===== src/rtl/alu_op_sequencer.sv =====
// Multi-cycle sequencer for the shared ALU and register file: accepts one
// instruction at a time, steps it through decode/exec/writeback or branch.
module alu_op_sequencer #(
   parameter int AW          = 3,
   parameter int EXEC_CYCLES = 1,
   localparam int IW         = 4 + 3*AW + 1
) (
   input  logic          clk,
   input  logic          rst,
   input  logic          instr_valid,
   output logic          instr_ready,
   input  logic [IW-1:0] instr,
   output logic [AW-1:0] rf_ra,
   output logic [AW-1:0] rf_rb,
   output logic [AW-1:0] rf_rd,
   output logic          rf_we,
   output logic [2:0]    alu_op,
   output logic          alu_en,
   output logic          alu_mov_sel,
   input  logic          alu_o,
   input  logic          alu_z,
   input  logic          alu_n,
   output logic          flag_o,
   output logic          flag_z,
   output logic          flag_n,
   output logic          pc_load,
   output logic [IW-5:0] pc_offset,
   output logic          done,
   output logic          illegal
);

   // state    | meaning
   // S_IDLE   | waiting for an instruction handshake
   // S_DECODE | fields on outputs; NOP/illegal retire here
   // S_EXEC   | alu_en held for EXEC_CYCLES cycles
   // S_WB     | register write, flag capture, retire
   // S_BR     | branch resolution against stored flags, retire
   typedef enum logic [2:0] {
      S_IDLE,
      S_DECODE,
      S_EXEC,
      S_WB,
      S_BR
   } state_t;

   localparam int EC = (EXEC_CYCLES < 1) ? 1 : EXEC_CYCLES;
   localparam int CW = (EC > 1) ? $clog2(EC) : 1;

   state_t          state_q, state_d;
   logic [IW-1:0]   instr_q;
   logic [CW-1:0]   cnt_q;
   logic [3:0]      op_q;
   logic            is_alu, is_br, taken;

   assign op_q   = instr_q[IW-1 -: 4];
   assign is_alu = ~op_q[3];
   assign is_br  = (op_q == 4'd9) || (op_q == 4'd10) || (op_q == 4'd11);
   assign taken  = ((op_q == 4'd9)  && flag_z) ||
                   ((op_q == 4'd10) && flag_n) ||
                   ((op_q == 4'd11) && flag_o);

   always_comb begin
      state_d     = state_q;
      instr_ready = 1'b0;
      alu_en      = 1'b0;
      rf_we       = 1'b0;
      done        = 1'b0;
      illegal     = 1'b0;
      pc_load     = 1'b0;
      pc_offset   = '0;
      case (state_q)
         S_IDLE: begin
            // ready is masked while reset is held so all outputs read 0
            instr_ready = ~rst;
            if (instr_valid) state_d = S_DECODE;
         end
         S_DECODE: begin
            if (is_alu) begin
               state_d = S_EXEC;
            end else if (is_br) begin
               state_d = S_BR;
            end else begin
               done    = 1'b1;
               illegal = (op_q >= 4'd12);
               state_d = S_IDLE;
            end
         end
         S_EXEC: begin
            alu_en = 1'b1;
            if (cnt_q == '0) state_d = S_WB;
         end
         S_WB: begin
            rf_we   = 1'b1;
            done    = 1'b1;
            state_d = S_IDLE;
         end
         S_BR: begin
            done    = 1'b1;
            pc_load = taken;
            if (taken) pc_offset = instr_q[IW-5:0];
            state_d = S_IDLE;
         end
         default: state_d = S_IDLE;
      endcase
   end

   always_ff @(posedge clk) begin
      if (rst) begin
         state_q     <= S_IDLE;
         instr_q     <= '0;
         cnt_q       <= '0;
         flag_o      <= 1'b0;
         flag_z      <= 1'b0;
         flag_n      <= 1'b0;
         rf_ra       <= '0;
         rf_rb       <= '0;
         rf_rd       <= '0;
         alu_op      <= '0;
         alu_mov_sel <= 1'b0;
      end else begin
         state_q <= state_d;
         if (state_q == S_IDLE && instr_valid) begin
            instr_q <= instr;
            // ALU-facing fields only follow ALU instructions
            if (!instr[IW-1]) begin
               rf_rd       <= instr[IW-5 -: AW];
               rf_ra       <= instr[IW-5-AW -: AW];
               rf_rb       <= instr[AW:1];
               alu_op      <= instr[IW-2 -: 3];
               alu_mov_sel <= instr[0];
            end
         end
         if (state_q == S_DECODE) begin
            cnt_q <= CW'(EC - 1);
         end else if (state_q == S_EXEC && cnt_q != '0) begin
            cnt_q <= cnt_q - 1'b1;
         end
         if (state_q == S_WB && op_q != 4'd7) begin
            flag_o <= alu_o;
            flag_z <= alu_z;
            flag_n <= alu_n;
         end
      end
   end

endmodule


===== config.mk =====
export PLATFORM = sky130hd
export DESIGN_NAME = alu_op_sequencer
export DESIGN_NICKNAME = d
export VERILOG_FILES = /design/src/rtl/alu_op_sequencer.sv
export SDC_FILE = /design/constraint.sdc
export NUM_CORES = 1
export LEC_CHECK = 0
export CORE_AREA = 4 4 61 77
export CTS_CLUSTER_DIAMETER = 120
export DETAILED_ROUTE_END_ITERATION = 8
export DIE_AREA = 0 0 65 81
export PLACE_DENSITY = 0.72
export SYNTH_ARGS = -nofsm -noshare
export SYNTH_HDL_FRONTEND = slang
export SYNTH_SLANG_ARGS = --single-unit

===== constraint.sdc =====
create_clock -name clk -period 1.5 [get_ports clk]
set_input_delay 0.15 -clock clk [delete_from_list [all_inputs] [get_ports clk]]
set_output_delay 0.15 -clock clk [all_outputs]
set_load 0.03 [all_outputs]

* After elaboration in Yosys (flattened, before gate mapping)
Cells that the tools add are included.
Word-level totals: register bits after elaboration 34, output and inout port bits 32
Cells by class: $add $sub $neg 1, order comparisons 1, equal/unequal tests 10, muxes and demuxes 17, bitwise gates (word level) 2, reductions and logical operators 15
Operators by type and width (count):
- $mux W10 | 2
- $eq A4 B4 Y1 const B | 3
- $mux W3 | 4
- $mux W1 | 9
- $pmux W3 S3 | 1
- $eq A3 B2 Y1 const B | 2
- $logic_and A1 B1 Y1 | 6
- $ge A4 B4 Y1 const B | 1
- $logic_or A1 B1 Y1 | 4
- $ne A2 B2 Y1 const B | 2
- $ne A4 B3 Y1 const B | 1
- $reduce_and A2 Y1 | 2
- $reduce_or A2 Y1 | 2
- $eq A3 B1 Y1 const B | 1
- $eq A3 B3 Y1 const B | 1
- $logic_not A3 Y1 | 1
- $not A1 Y1 | 2
- $pmux W1 S2 | 1
- $sub A1 B1 Y1 const B | 1

* Depth between registers and ports, before layout
word-level depth 6, gate-level depth with buffers 6, gate-level depth less buffers 3

* Worst setup path after synthesis
OpenSTA, ideal clock, no wires.
path kind register -> output, start reg state_q[2], end out pc_offset[0], data arrival time 1.727 ns, slack -0.377 ns, stages on the path, launching flop included 6, path buffers 2, path through dfxtp_1 buf_2 o21a_1 nand4_1 clkbuf_1 nor3_1
On the way: cells in the longest elaborated chain, start to end 2
Ends and longest elaborated chain:
- start, declared | RTL line 49 | state_t state_q, state_d;
- start signal, assigned | RTL line 121 | state_q <= state_d;
- $eq A3 B3 Y1 | RTL line 71 | case (state_q)
- $mux W10 | RTL line 71
- end, declared | RTL line 27 | output logic [IW-5:0] pc_offset,
Every way passes these cells.

* Worst setup path after layout
start reg state_q[0], end out done
On the way: cells in the longest elaborated chain, start to end 3, elaborated cells between the ends (all ways) 5, those cells by class 3 x eq/ne; 1 x mux; 1 x reduce/logical
Ends and longest elaborated chain:
- $eq A3 B2 Y1 or $eq A3 B3 Y1 (tied branches) | RTL line 71
- $reduce_or A2 Y1 (no line)
- $pmux W1 S2 * | RTL line 71
- end, declared | RTL line 28 | output logic done,
Every way passes the cells marked *; elsewhere a longest branch is shown, timed or not.

==> metrics.cfg <==
[clocking]
clock_latency_ns=0.28
ctsHtreeMaxLevel=2
root_buffer=clkbuf_8
clk_path_buf_depth=2
clk_pin_slew_worst_paths_ns=0.07
cts_sinks=34
cts_buffers=5
ctsHoldBuffers=0
cts_tree=yes

[cells_and_area]
n_fill_cell=358
antenna_cells=0
drive_above_1_share_pct=26.98
utilization_pct=62.04
nets=271
areaGrowthSynthToFinish_pct=60.39

[pwr]
power.share.clock_pct=32.8
ir_drop_mv=0.5791
sequentialPowerShare_pct=46.4
power_density_nw_per_um2=857.1
p_switching_mw=0.6006
finalPower_mw=2.128
switching_share_pct=28.23
p_leak_nw=1.086
p_int_mw=1.527
comb_power_share_pct=20.8

[detailed_routing]
drc=0
drt_pass1_iterations=4
post_drt_wl_per_cell_um=12.96
first_iter_violations=37
num_vias=1482
ant_nets=0
vias_per_cell=4.812
routed_wl_um=3993

[global_route]
grt_max_degree=28
grt_overflow_total=0
antenna_found_initial=0
grt_pass1_vias=1447
grt_pass1_wl_um=6561
gr-usage-all-layers_pct=16.25

[job]
max_cap_violations=0

[timing]
fin_crit_sh_pct=107.5
worst_slew_pin_slew_ns=0.4105
hold_violations=0
rsz0062_at_grt=true
relSlewSlack_pct=72.55
slew_violations=0
max_freq_mhz=620.1
setup_slack_ns=-0.1126
skew_ns=0.008028
period_needed_ns=1.613
final-setup-viol-count=25

[setup_path]
endpoint_kind=output pin
cp_slowest_cell=dfxtp_4
crit_chain=buf_6 -> and3b_2 -> a21oi_2 -> a21bo_2 -> buf_6
path_class=register to output pin
cpMostUsedCell=buf_6
start_kind=register
crit_family=flip-flops
cp_data_required_time_ns=1.35
critPathArrivalTime_ns=1.46
critPathMaxStageDelay_ns=0.37
cp_max_fo=4
cp_num_buf_inv=2

[placed_design]
port_buffers=51
hpwl_um=2724
gp_congestion=0.7430

[outcome]
status=finished with violations
violations=setup timing

[floorplanning]
io_pins=52
core_area_um2=4001
initial_core_util_pct=38.68
row_count=26
die_h_um=81
fp.dieW_um=65
die-area_um2=5265

[synthesis]
syn-cell-area_um2=1548
syn_inst=191
synth_ff_type=dfxtp_1
ys_ff_latch=34
yosysUniqueCellTypes=28
synth-edff-count=0
yosysSeqAreaShare_pct=43.98
mappedNetlistNets=211
yosysWarnings=0
synth_async_sr_flop_share_pct=0
syn_area_per_cell_um2=8.103

[hold_path]
hold_path.class=primary input to register

[layout make-up]
cell class / instances / area [um2] / area share (%)
Clock buffer: 7 / 86.33 / 3.478
Timing Repair Buffer: 69 / 715.7 / 28.83
Inverter: 12 / 45.04 / 1.815
Sequential cell: 34 / 691.9 / 27.87
Multi-Input combinational cell: 129 / 868.3 / 34.98
Clock inverter: 1 / 5.005 / 0.2016
Tap cell: 56 / 70.07 / 2.823
[kinds of logic (layout without fill, tap and decap cells)]
kind of cell / count (synthesis) / in the layout / share of synthesized area, %
AND/OR/NAND/NOR: 76 / 76 / 27.08
AO/OA/AOI/OAI: 49 / 49 / 17.30
flip-flops: 34 / 34 / 43.98
buffers and inverters: 28 / 89 / 9.054
multiplexers: 4 / 4 / 2.587
[metrics by stage]
step	cells	cell area, um2	hold WS, ns	worst slack (ns)	setup TNS, ns
global route	308	2482	0.4480	-0.1786	-3.367
CTS	308	2459	0.4239	-0.1137	-1.481
detailed placement	295	2262	0.4490	-0.1755	-2.798
global placement	295	2262	0.4434	-0.1597	-2.599
floorplan	191	1685	0.2860	-0.001033	-0.005163
finish	308	2482	0.4350	-0.1126	-1.634
[worst register-to-register path, cell delays in order, from the launching register on]
cell and delay, ns:
dfxtp_2 0.34, buf_4 0.13, or4b_4 0.70, o21ai_1 0.19, a21oi_1 0.08
[placed cells by master, fill, tap and decap left out, drive strengths merged]
| cell type | n |
|---|---|
| inv | 12 |
| buf | 34 |
| a21o | 1 |
| dfxtp | 34 |
| nand3b | 13 |
| nor3 | 13 |
| a21bo | 1 |
| or4b | 1 |
| nor4b | 1 |
| a21oi | 29 |
| dlygate4sd2 | 1 |
| o21a | 2 |
| clkdlybuf4s50 | 29 |
| dlymetal6s2s | 5 |
| nor3b | 1 |
| nor2 | 3 |
| o31a | 1 |
| mux2i | 4 |
| nand2 | 31 |
| and3b | 1 |
| clkinv | 1 |
| nor4 | 3 |
| o21ai | 14 |
| nand2b | 8 |
| nand4 | 1 |
| clkbuf | 7 |
| o211ai | 1 |
[power by group through the flow]
stage	combinational, mW	clock [mW]	sequential (mW)
2_1_floorplan	0.232	0	1.03
3_3_place_gp	0.422	0	1.00
3_5_place_dp	0.424	0	1.01
4_1_cts	0.441	0.717	0.989
5_1_grt	0.477	0.755	0.993
6_report	0.442	0.698	0.988
[final timing paths]
| check | startpoint | to | slack (ns) | cells past startpoint |
|---|---|---|---|---|
| worst min register to register | cnt_q | cnt_q | 0.45 | 2 |
| worst max register to register | state_q[2] | rf_rd[0] | -0.06 | 4 |
| worst max-delay path | state_q[0] | done | -0.11 | 5 |
| worst min-delay path | alu_z | flag_z | 0.43 | 3 |
[layer usage]
layer  vias to the layer above  global-route usage [%]  wire length (um)
met2                        42                   25.59              1916
met1                       668                   20.43              1780
li1                        766                       -                 -
met4                         0                   7.611                72
met3                         6                   4.703               223
met5                         -                       0                 0
[flip-flops by register name (all words and copies together) (netlist names)]
| register | count |
|---|---|
| alu_mov_sel | 1 |
| instr_q | 14 |
| rf_ra | 3 |
| rf_rb | 3 |
| flag_o | 1 |
| state_q | 3 |
| cnt_q | 1 |
| alu_op | 3 |
| rf_rd | 3 |
| flag_n | 1 |
| flag_z | 1 |
[Yosys cell counts, types with 2 or more instances]
cell type	instances	area share (%)
a21oi_1	29	9.4
buf_2	4	1.3
buf_6	2	1.5
clkbuf_1	8	1.9
dfxtp_1	34	44
inv_1	12	2.9
mux2i_1	4	2.6
nand2_1	31	7.5
nand2b_1	8	3.2
nand3b_1	13	6.3
nor2_1	3	0.73
nor3_1	13	4.2
nor4_1	3	1.2
o21a_1	2	0.97
o21ai_0	8	2.6
o21ai_1	5	1.6
[repair_timing]
item,4_1_cts,5_1_grt
pin swaps,1,3
setup endpoints to repair,19,46
gates resized for setup,29,8
buffers inserted,5,0
(Power assumes the default switching activity.)
